--- src/rtl/decode_stage.sv ---
// Registered instruction decode stage with valid/ready handshakes, a RAW/WAW scoreboard,
// an extension-word long-immediate mode and a saturating hazard-stall counter.
module decode_stage #(
    parameter int unsigned XLEN  = 16,
    parameter int unsigned NREGS = 8,
    parameter int unsigned IW    = 16,
    parameter int unsigned CNT_W = 16,
    localparam int unsigned AW   = $clog2(NREGS),
    localparam int unsigned FW   = 2
) (
    input  logic             clk,
    input  logic             rst,
    input  logic             in_valid,
    output logic             in_ready,
    input  logic [IW-1:0]    in_word,
    output logic             out_valid,
    input  logic             out_ready,
    output logic [FW-1:0]    out_alu_ctrl,
    output logic [AW-1:0]    out_addr1,
    output logic [AW-1:0]    out_addr2,
    output logic [AW-1:0]    out_dest,
    output logic             out_reg_w_en,
    output logic             out_use_imm,
    output logic [XLEN-1:0]  out_imm,
    input  logic             wb_valid,
    input  logic [AW-1:0]    wb_addr,
    output logic [CNT_W-1:0] stall_cnt
);

    // Instruction word layout, MSB first.
    typedef struct packed {
        logic [3:0]    opcode;
        logic [FW-1:0] funct;
        logic [2:0]    dest_reg;
        logic [2:0]    src_reg;
        logic          imm_valid;
        logic [2:0]    imm;
    } instr_t;

    localparam logic [3:0] OP_NOP  = 4'b0000;
    localparam logic [3:0] OP_ALU1 = 4'b0001;
    localparam logic [3:0] OP_ALU2 = 4'b0010;
    localparam logic [3:0] OP_LONG = 4'b0011;

    typedef enum logic [0:0] {StRun, StExt} state_t;

    state_t           state_q, state_d;
    logic [NREGS-1:0] sb_q, sb_d, sb_eff, wb_mask;
    logic [CNT_W-1:0] stall_cnt_q, stall_cnt_d;

    logic [FW-1:0]    lat_funct_q, lat_funct_d;
    logic [AW-1:0]    lat_dest_q, lat_dest_d;
    logic [AW-1:0]    lat_src_q, lat_src_d;

    logic             out_valid_q, out_valid_d;
    logic [FW-1:0]    out_alu_ctrl_q, out_alu_ctrl_d;
    logic [AW-1:0]    out_addr1_q, out_addr1_d;
    logic [AW-1:0]    out_addr2_q, out_addr2_d;
    logic [AW-1:0]    out_dest_q, out_dest_d;
    logic             out_reg_w_en_q, out_reg_w_en_d;
    logic             out_use_imm_q, out_use_imm_d;
    logic [XLEN-1:0]  out_imm_q, out_imm_d;

    instr_t           instr;
    logic [AW-1:0]    dec_dest, dec_src;
    logic             out_free, hazard, accept, load;

    assign instr    = instr_t'(in_word[15:0]);
    assign dec_dest = AW'(instr.dest_reg);
    assign dec_src  = AW'(instr.src_reg);

    always_comb begin
        wb_mask  = wb_valid ? (NREGS'(1) << wb_addr) : '0;
        sb_eff   = sb_q & ~wb_mask;
        out_free = !out_valid_q || out_ready;
        // The extension word is data, so it never hazards.
        hazard   = (state_q == StRun) && (instr.opcode != OP_NOP) &&
                   (sb_eff[dec_dest] || (!instr.imm_valid && sb_eff[dec_src]));
        in_ready = !rst && out_free && !hazard;
        accept   = in_valid && in_ready;
    end

    always_comb begin
        state_d        = state_q;
        lat_funct_d    = lat_funct_q;
        lat_dest_d     = lat_dest_q;
        lat_src_d      = lat_src_q;
        load           = 1'b0;
        out_alu_ctrl_d = out_alu_ctrl_q;
        out_addr1_d    = out_addr1_q;
        out_addr2_d    = out_addr2_q;
        out_dest_d     = out_dest_q;
        out_reg_w_en_d = out_reg_w_en_q;
        out_use_imm_d  = out_use_imm_q;
        out_imm_d      = out_imm_q;

        if (accept) begin
            if (state_q == StExt) begin
                load           = 1'b1;
                state_d        = StRun;
                out_alu_ctrl_d = lat_funct_q;
                out_addr1_d    = lat_dest_q;
                out_addr2_d    = lat_src_q;
                out_dest_d     = lat_dest_q;
                out_reg_w_en_d = 1'b1;
                out_use_imm_d  = 1'b1;
                out_imm_d      = XLEN'(in_word);
            end else if (instr.opcode == OP_LONG) begin
                state_d     = StExt;
                lat_funct_d = instr.funct;
                lat_dest_d  = dec_dest;
                lat_src_d   = dec_src;
            end else if (instr.opcode != OP_NOP) begin
                load           = 1'b1;
                out_alu_ctrl_d = instr.funct;
                out_addr1_d    = dec_dest;
                out_addr2_d    = dec_src;
                out_dest_d     = dec_dest;
                out_reg_w_en_d = (instr.opcode == OP_ALU1) || (instr.opcode == OP_ALU2);
                out_use_imm_d  = instr.imm_valid;
                out_imm_d      = XLEN'(instr.imm);
            end
        end

        if (load) begin
            out_valid_d = 1'b1;
        end else if (out_ready) begin
            out_valid_d = 1'b0;
        end else begin
            out_valid_d = out_valid_q;
        end

        // Set after clear so an issuing writer wins over a same-cycle write-back.
        sb_d = sb_eff;
        if (load && out_reg_w_en_d) begin
            sb_d = sb_d | (NREGS'(1) << out_dest_d);
        end

        stall_cnt_d = stall_cnt_q;
        if ((state_q == StRun) && in_valid && out_free && hazard && !(&stall_cnt_q)) begin
            stall_cnt_d = stall_cnt_q + CNT_W'(1);
        end
    end

    always_ff @(posedge clk or posedge rst) begin
        if (rst) begin
            state_q        <= StRun;
            sb_q           <= '0;
            stall_cnt_q    <= '0;
            lat_funct_q    <= '0;
            lat_dest_q     <= '0;
            lat_src_q      <= '0;
            out_valid_q    <= 1'b0;
            out_alu_ctrl_q <= '0;
            out_addr1_q    <= '0;
            out_addr2_q    <= '0;
            out_dest_q     <= '0;
            out_reg_w_en_q <= 1'b0;
            out_use_imm_q  <= 1'b0;
            out_imm_q      <= '0;
        end else begin
            state_q        <= state_d;
            sb_q           <= sb_d;
            stall_cnt_q    <= stall_cnt_d;
            lat_funct_q    <= lat_funct_d;
            lat_dest_q     <= lat_dest_d;
            lat_src_q      <= lat_src_d;
            out_valid_q    <= out_valid_d;
            out_alu_ctrl_q <= out_alu_ctrl_d;
            out_addr1_q    <= out_addr1_d;
            out_addr2_q    <= out_addr2_d;
            out_dest_q     <= out_dest_d;
            out_reg_w_en_q <= out_reg_w_en_d;
            out_use_imm_q  <= out_use_imm_d;
            out_imm_q      <= out_imm_d;
        end
    end

    assign out_valid    = out_valid_q;
    assign out_alu_ctrl = out_alu_ctrl_q;
    assign out_addr1    = out_addr1_q;
    assign out_addr2    = out_addr2_q;
    assign out_dest     = out_dest_q;
    assign out_reg_w_en = out_reg_w_en_q;
    assign out_use_imm  = out_use_imm_q;
    assign out_imm      = out_imm_q;
    assign stall_cnt    = stall_cnt_q;

endmodule

--- config.mk ---
export PLATFORM = sky130hd
export DESIGN_NAME = decode_stage
export DESIGN_NICKNAME = d
export VERILOG_FILES = /design/src/rtl/decode_stage.sv
export SDC_FILE = /design/constraint.sdc
export NUM_CORES = 1
export LEC_CHECK = 0
export BUFFER_PORTS_ARGS = -buffer_cell sky130_fd_sc_hd__buf_2
export CAP_MARGIN = 20
export CORE_UTILIZATION = 50
export DETAILED_ROUTE_END_ITERATION = 8
export PLACE_DENSITY = 0.83
export SYNTH_ARGS = -nofsm -noshare
export SYNTH_HDL_FRONTEND = slang
export SYNTH_SLANG_ARGS = --single-unit
--- constraint.sdc ---
create_clock -name clk -period 6.8 [get_ports clk]
set_input_delay 1.36 -clock clk [delete_from_list [all_inputs] [get_ports clk]]
set_output_delay 1.36 -clock clk [all_outputs]
set_load 0.005 [all_outputs]
==> results of run 1 <==
[cell usage in the layout (no fill, tap or decap), drive strengths merged, types with 2 or more instances in the layout]
| master | n |
|---|---|
| bufinv | 3 |
| nand4bb | 2 |
| and4 | 5 |
| a31oi | 2 |
| nor3 | 5 |
| nand2 | 25 |
| buf | 73 |
| clkinv | 2 |
| o2111ai | 7 |
| o221a | 2 |
| or2 | 2 |
| nand2b | 7 |
| inv | 23 |
| and3 | 9 |
| a21oi | 2 |
| nand4b | 2 |
| nor2 | 9 |
| xnor2 | 16 |
| and2 | 2 |
| nand3 | 9 |
| clkbuf | 10 |
| a32oi | 3 |
| mux2i | 8 |
| o31ai | 7 |
| mux2 | 24 |
| o211ai | 8 |
| dfrtp | 63 |
| o21ai | 17 |
| nor2b | 3 |
[worst reg2reg max path, delay by kind of cell (launching register included)]
family	cells	cell delay [ns]
AND/OR/NAND/NOR	1	0.49
buffers and inverters	1	0.37
flip-flops	1	0.79
AO/OA/AOI/OAI	2	0.98
multiplexers	1	0.36
[power by group]
part           internal [mW]  switching (mW)  total [mW]  leakage, nW
logic                  0.140           0.138       0.278        0.829
registers              0.462          0.0613       0.524        0.829
clock network          0.252           0.142       0.394        0.122
[area by class of cell]
cell class                      instances  area share [%]
Sequential cell                        63            41.1
Clock inverter                          6            2.81
Clock buffer                           10            3.59
Inverter                               23            2.25
Tap cell                               75            2.45
Timing Repair Buffer                   73            9.73
Multi-Input combinational cell        195            38.0
[routing by layer]
layer	GRT usage [%]	wire length, um	vias to the layer above
met5	0	0	-
li1	-	-	1206
met4	10.9	120	0
met2	33.8	3290	105
met3	4.44	416	16
met1	31.2	3210	1233
[worst max path at each step]
stage	cells past startpoint	to	slack, ns	start
3_5_place_dp	8	in_ready	1.93	wb_addr[0]
6_report	8	in_ready	1.88	wb_addr[0]
5_1_grt	8	in_ready	1.75	wb_addr[0]
4_1_cts	8	in_ready	1.92	wb_addr[0]
2_1_floorplan	8	in_ready	2.27	wb_addr[0]
3_3_place_gp	8	in_ready	1.92	wb_addr[0]
[registers in the layout (all words and copies together), names as in the netlist]
register and count:
sb_q 8, out_imm 16, out_use_imm 1, lat_dest_q 3, out_dest 3, out_addr2 3
out_valid 1, out_addr1 3, lat_src_q 3, stall_cnt 16, lat_funct_q 2, state_q 1
out_reg_w_en 1, out_alu_ctrl 2
[kinds of logic (layout without fill, tap and decap cells)]
group / count (synthesis) / in the layout / synth area share, %
compound gates: 57 / 57 / 13.5
xor+xnor: 17 / 17 / 4.70
fa+ha+maj: 1 / 1 / 0.395
buf+inv: 37 / 112 / 4.54
flops: 63 / 63 / 49.7
mux: 32 / 32 / 11.1
simple gates: 88 / 88 / 16.1
[through the flow]
step	worst slack (ns)	power (mW)	utilization [%]	cell area, um2	hold slack [ns]
2_1_floorplan	2.27	0.683	-	3170	0.458
3_3_place_gp	1.92	0.795	59.5	3590	0.481
3_5_place_dp	1.93	0.807	59.5	3590	0.481
4_1_cts	1.92	1.20	63.6	3830	0.504
5_1_grt	1.75	1.26	63.6	3830	0.520
6_report	1.88	1.20	63.6	3830	0.498
==> results.json, run 1 <==
{
  "hold_depth": 1,
  "ff_latch_area_mm2": 0.00158,
  "synth.area.top_cells": "dfrtp_1, mux2_2, xnor2_1, nand2_1, inv_1",
  "avgSynthCellArea_um2": 10.7,
  "yosysTopAreaCell": "dfrtp_1",
  "post-route-drc-count": 0,
  "syn2layout_area_growth_pct": 20.9,
  "slew_violations": 0,
  "synth-seq-cells": 63,
  "finalCritPeriodShare_pct": 72.4,
  "r2r_cells": 5,
  "layout-drive-gt1-share_pct": 33.0,
  "viasPerCell": 5.75,
  "postSynth.asyncResetShare_pct": 100,
  "tns_ns": 0,
  "synth_ff_type": "dfrtp_1",
  "root_buffer": "clkbuf_8",
  "crit_fanout": 20,
  "path_buf_inv": 2,
  "die-area_mm2": 0.00666,
  "gp_congestion": 0.913,
  "numPortBuffers": 70,
  "rrSetupSlack_ns": 3.71,
  "cts_num_sinks": 63,
  "initial_core_util_pct": 52.6,
  "path_common_cell": "buf_2",
  "gr-usage-all-layers_pct": 22.5,
  "grt_max_degree": 64,
  "crit_slowest_cell": "or4b_1",
  "multi_input_area_mm2": 0.00146,
  "irDropWorstVdd_mv": 0.218,
  "diodes": 0,
  "drtIter0Drc": 194,
  "fin_skew_ns": 0.0171,
  "seq_area_frac_synth_pct": 49.7,
  "numCtsBuffers": 9,
  "clk_latency_ns": 0.34,
  "p_leak_nw": 1.78,
  "worstMarginPinSlew_ns": 0.923,
  "startpoint_type": "primary input",
  "core-area_mm2": 0.00603,
  "cpPeakStageDelay_ns": 0.55,
  "synthTopCellsByCount": "dfrtp_1, nand2_1, inv_1, mux2_2, o21ai_0",
  "worstSetupPathType": "in -> out",
  "grt_pass1_wl_um": 11000,
  "rsz0062_at_grt": "no",
  "hp-class": "reg -> reg",
  "syn_inst": 295,
  "cpLargestDelayFamily": "simple AND/OR/NAND/NOR gates",
  "synth_edf_count": 0,
  "nFillCells": 474,
  "die_x_um": 81.6,
  "post-route-min-period_ns": 4.92,
  "yosysMostFrequentCell": "dfrtp_1",
  "cts.clk_slew.worst_paths_ns": 0.07,
  "cts_resized": 0,
  "yosysTopAreaCellShare_pct": 49.7,
  "yosys_warnings": 0,
  "grt_pass1_vias": 2309,
  "postCtsSetupRepairBufs": 0,
  "cts_tree": "done",
  "final_cells": 445,
  "ant_nets": 0,
  "die_y_um": 81.6,
  "io_pins": 71,
  "slew_headroom_pct": 38.3,
  "drv_cap": 0,
  "routedWlPerCell_um": 15.8,
  "synth_area_mm2": 0.00317,
  "worstPathCellList": "buf_2 -> or4b_1 -> nand2_1 -> o211ai_1 -> and4_1 -> or2_2 -> nor3_1 -> buf_2",
  "ctsHoldBuffers": 0,
  "rows": 28,
  "vias": 2560,
  "finalHoldViolCount": 0,
  "cts-htree-levels": 3,
  "nets": 390,
  "hp-start": "stall_cnt[7]$_DFFE_PP0P_",
  "dr.pass1.iters": 5,
  "cp.arrival_ns": 3.56,
  "cp.required_ns": 5.44,
  "fmax_mhz": 203,
  "antenna_found_initial": 0,
  "hold_end": "stall_cnt[7]$_DFFE_PP0P_",
  "post-dp-hpwl_um": 5000,
  "worstSetupEndpointType": "output port",
  "overflow": 0,
  "regToRegEndpoint": "out_alu_ctrl[1]$_DFFE_PP0P_",
  "yosysUniqueCellTypes": 51,
  "cts_buffer_depth": 2,
  "r2r_start": "state_q$_DFFE_PP0N_",
  "totalWireLength_um": 7040,
  "finalSetupViolCount": 0,
  "synth_fp_nets": 320,
  "dp_cells": 429,
  "status": "finished clean",
  "p_per_area_mw_per_mm2": 312
}
(Power assumes the default switching activity.)
==> run 2, diff against run 1 <==
- CORE_UTILIZATION: 50 -> 49
- PLACE_DENSITY: 0.83 -> 0.84
- clock period: 6.8 -> 4.15 ns (I/O delays scaled with it)
==> run 2 against run 1 <==
Global-route usage is 1.4 points higher. Hold slack got worse by 0.059 ns. Combinational power rose by 70%. First-iteration DRC count increased by 59%. Power increased by 59%. Clock-buffer cell count is 2 higher. Non-clock buffer count is 2 higher. Sequential cell count did not move. Sequential power up 64%. Sequential share of layout area up 0.13 points.
==> results.json, run 2 (synthesis gave the netlist of run 1 again) <==
{
  "status": "finished clean",
  "worstSetupEndpointType": "output port",
  "worstSetupPathType": "in -> out",
  "startpoint_type": "primary input",
  "grt_max_degree": 51,
  "hp-class": "in -> async",
  "die-area_mm2": 0.00679,
  "io_pins": 71,
  "ant_nets": 0,
  "fmax_mhz": 286,
  "numPortBuffers": 70,
  "dr.pass1.iters": 5,
  "cts_resized": 0,
  "ctsHoldBuffers": 0,
  "post-dp-hpwl_um": 5190,
  "cp.required_ns": 3.32,
  "cts-htree-levels": 3,
  "gp_congestion": 0.859,
  "antenna_found_initial": 0,
  "finalHoldViolCount": 0,
  "cts_num_sinks": 63,
  "p_leak_nw": 1.78,
  "r2r_start": "state_q$_DFFE_PP0N_",
  "viasPerCell": 5.95,
  "postCtsSetupRepairBufs": 0,
  "setup_ws_ns": 0.655,
  "fin_skew_ns": 0.00598,
  "irDropWorstVdd_mv": 0.311,
  "vias": 2659,
  "syn2layout_area_growth_pct": 20.5,
  "crit_fanout": 10,
  "core-area_mm2": 0.00610,
  "diodes": 0,
  "slew_headroom_pct": 40.6,
  "grt_pass1_wl_um": 11900,
  "overflow": 0,
  "initial_core_util_pct": 52.0,
  "layout-drive-gt1-share_pct": 32.5,
  "finalSetupViolCount": 0,
  "numCtsBuffers": 9,
  "dp_slack_ns": 0.699,
  "die_x_um": 82.4,
  "nets": 392,
  "die_y_um": 82.4,
  "root_buffer": "clkbuf_8",
  "layout_commonest_cell": "buf_2",
  "post-route-min-period_ns": 3.50,
  "rsz0062_at_grt": "no",
  "grt_pass1_vias": 2564,
  "cts_tree": "done",
  "cp.arrival_ns": 2.67,
  "routedWlPerCell_um": 17.3,
  "mostFrequentLayoutCells": "buf_2, dfrtp_1, nand2_1, mux2_2, inv_1",
  "rrSetupSlack_ns": 1.44,
  "r2r_cells": 5,
  "rows": 28,
  "totalWireLength_um": 7730,
  "clk_latency_ns": 0.34,
  "drv_cap": 0,
  "slew_violations": 0,
  "finalCritPeriodShare_pct": 84.2,
  "cts.clk_slew.worst_paths_ns": 0.06,
  "worstMarginPinSlew_ns": 0.887,
  "regToRegEndpoint": "stall_cnt[14]$_DFFE_PP0P_",
  "cts_buffer_depth": 2,
  "p_per_area_mw_per_mm2": 497,
  "post-route-drc-count": 0,
  "tns_ns": 0,
  "drtIter0Drc": 309,
  "gr-usage-all-layers_pct": 23.9
}
-- run 2: changes by cell type in the layout (fill, tap and decap cells not counted), sizes merged --
cell	before	now
buf	73	75
clkbuf	10	12
bufinv	3	2
clkinvlp	1	0
-- run 2: worst max path at each step --
stage               startpoint  endpoint  slack, ns
finish              wb_addr[0]  in_ready       0.65
global route        wb_addr[1]  in_ready       0.55
CTS                 wb_addr[0]  in_ready       0.67
detailed placement  wb_addr[0]  in_ready       0.70
global placement    wb_addr[0]  in_ready       0.72
floorplan           wb_addr[0]  in_ready       0.68
-- run 2: through the flow --
stage / total power, mW / utilization [%] / instance area [um2] / cells / hold slack (ns)
final: 1.90 / 62.7 / 3820 / 447 / 0.438
after global placement: 1.31 / 59.0 / 3590 / 430 / 0.467
after CTS: 1.90 / 62.3 / 3800 / 446 / 0.489
after floorplan: 1.12 / - / 3170 / 295 / 0.458
after global routing: 2.00 / 62.7 / 3820 / 447 / 0.465
after detailed placement: 1.33 / 59.0 / 3590 / 430 / 0.474
-- run 2: cell type report --
class	count	area, um2
Clock inverter	4	70.1
Tap cell	75	93.8
Clock buffer	12	135
Fill cell	499	2280
Sequential cell	63	1580
Inverter	23	86.3
Multi-Input combinational cell	195	1460
Timing Repair Buffer	75	400
-- run 2: worst max-delay path, stage by stage --
cell,delay [ns]
buf_2,0.14
or4b_1,0.56
nand2_1,0.13
o211ai_1,0.09
and4_1,0.20
or2_2,0.41
nor3_1,0.18
buf_2,0.14
-- run 2: routing by layer --
| layer | GRT usage, % | part of all wire [%] |
|---|---|---|
| met1 | 30.8 | 42 |
| met2 | 37.1 | 49 |
| met3 | 5.16 | 6.2 |
| met4 | 13.9 | 2.4 |
| met5 | 0 | 0 |
-- run 2: power by group --
group	leakage (nW)	switching [mW]	internal [mW]
Sequential	0.829	0.100	0.758
Clock	0.104	0.230	0.337
Combinational	0.843	0.240	0.234
Total	1.78	0.570	1.33
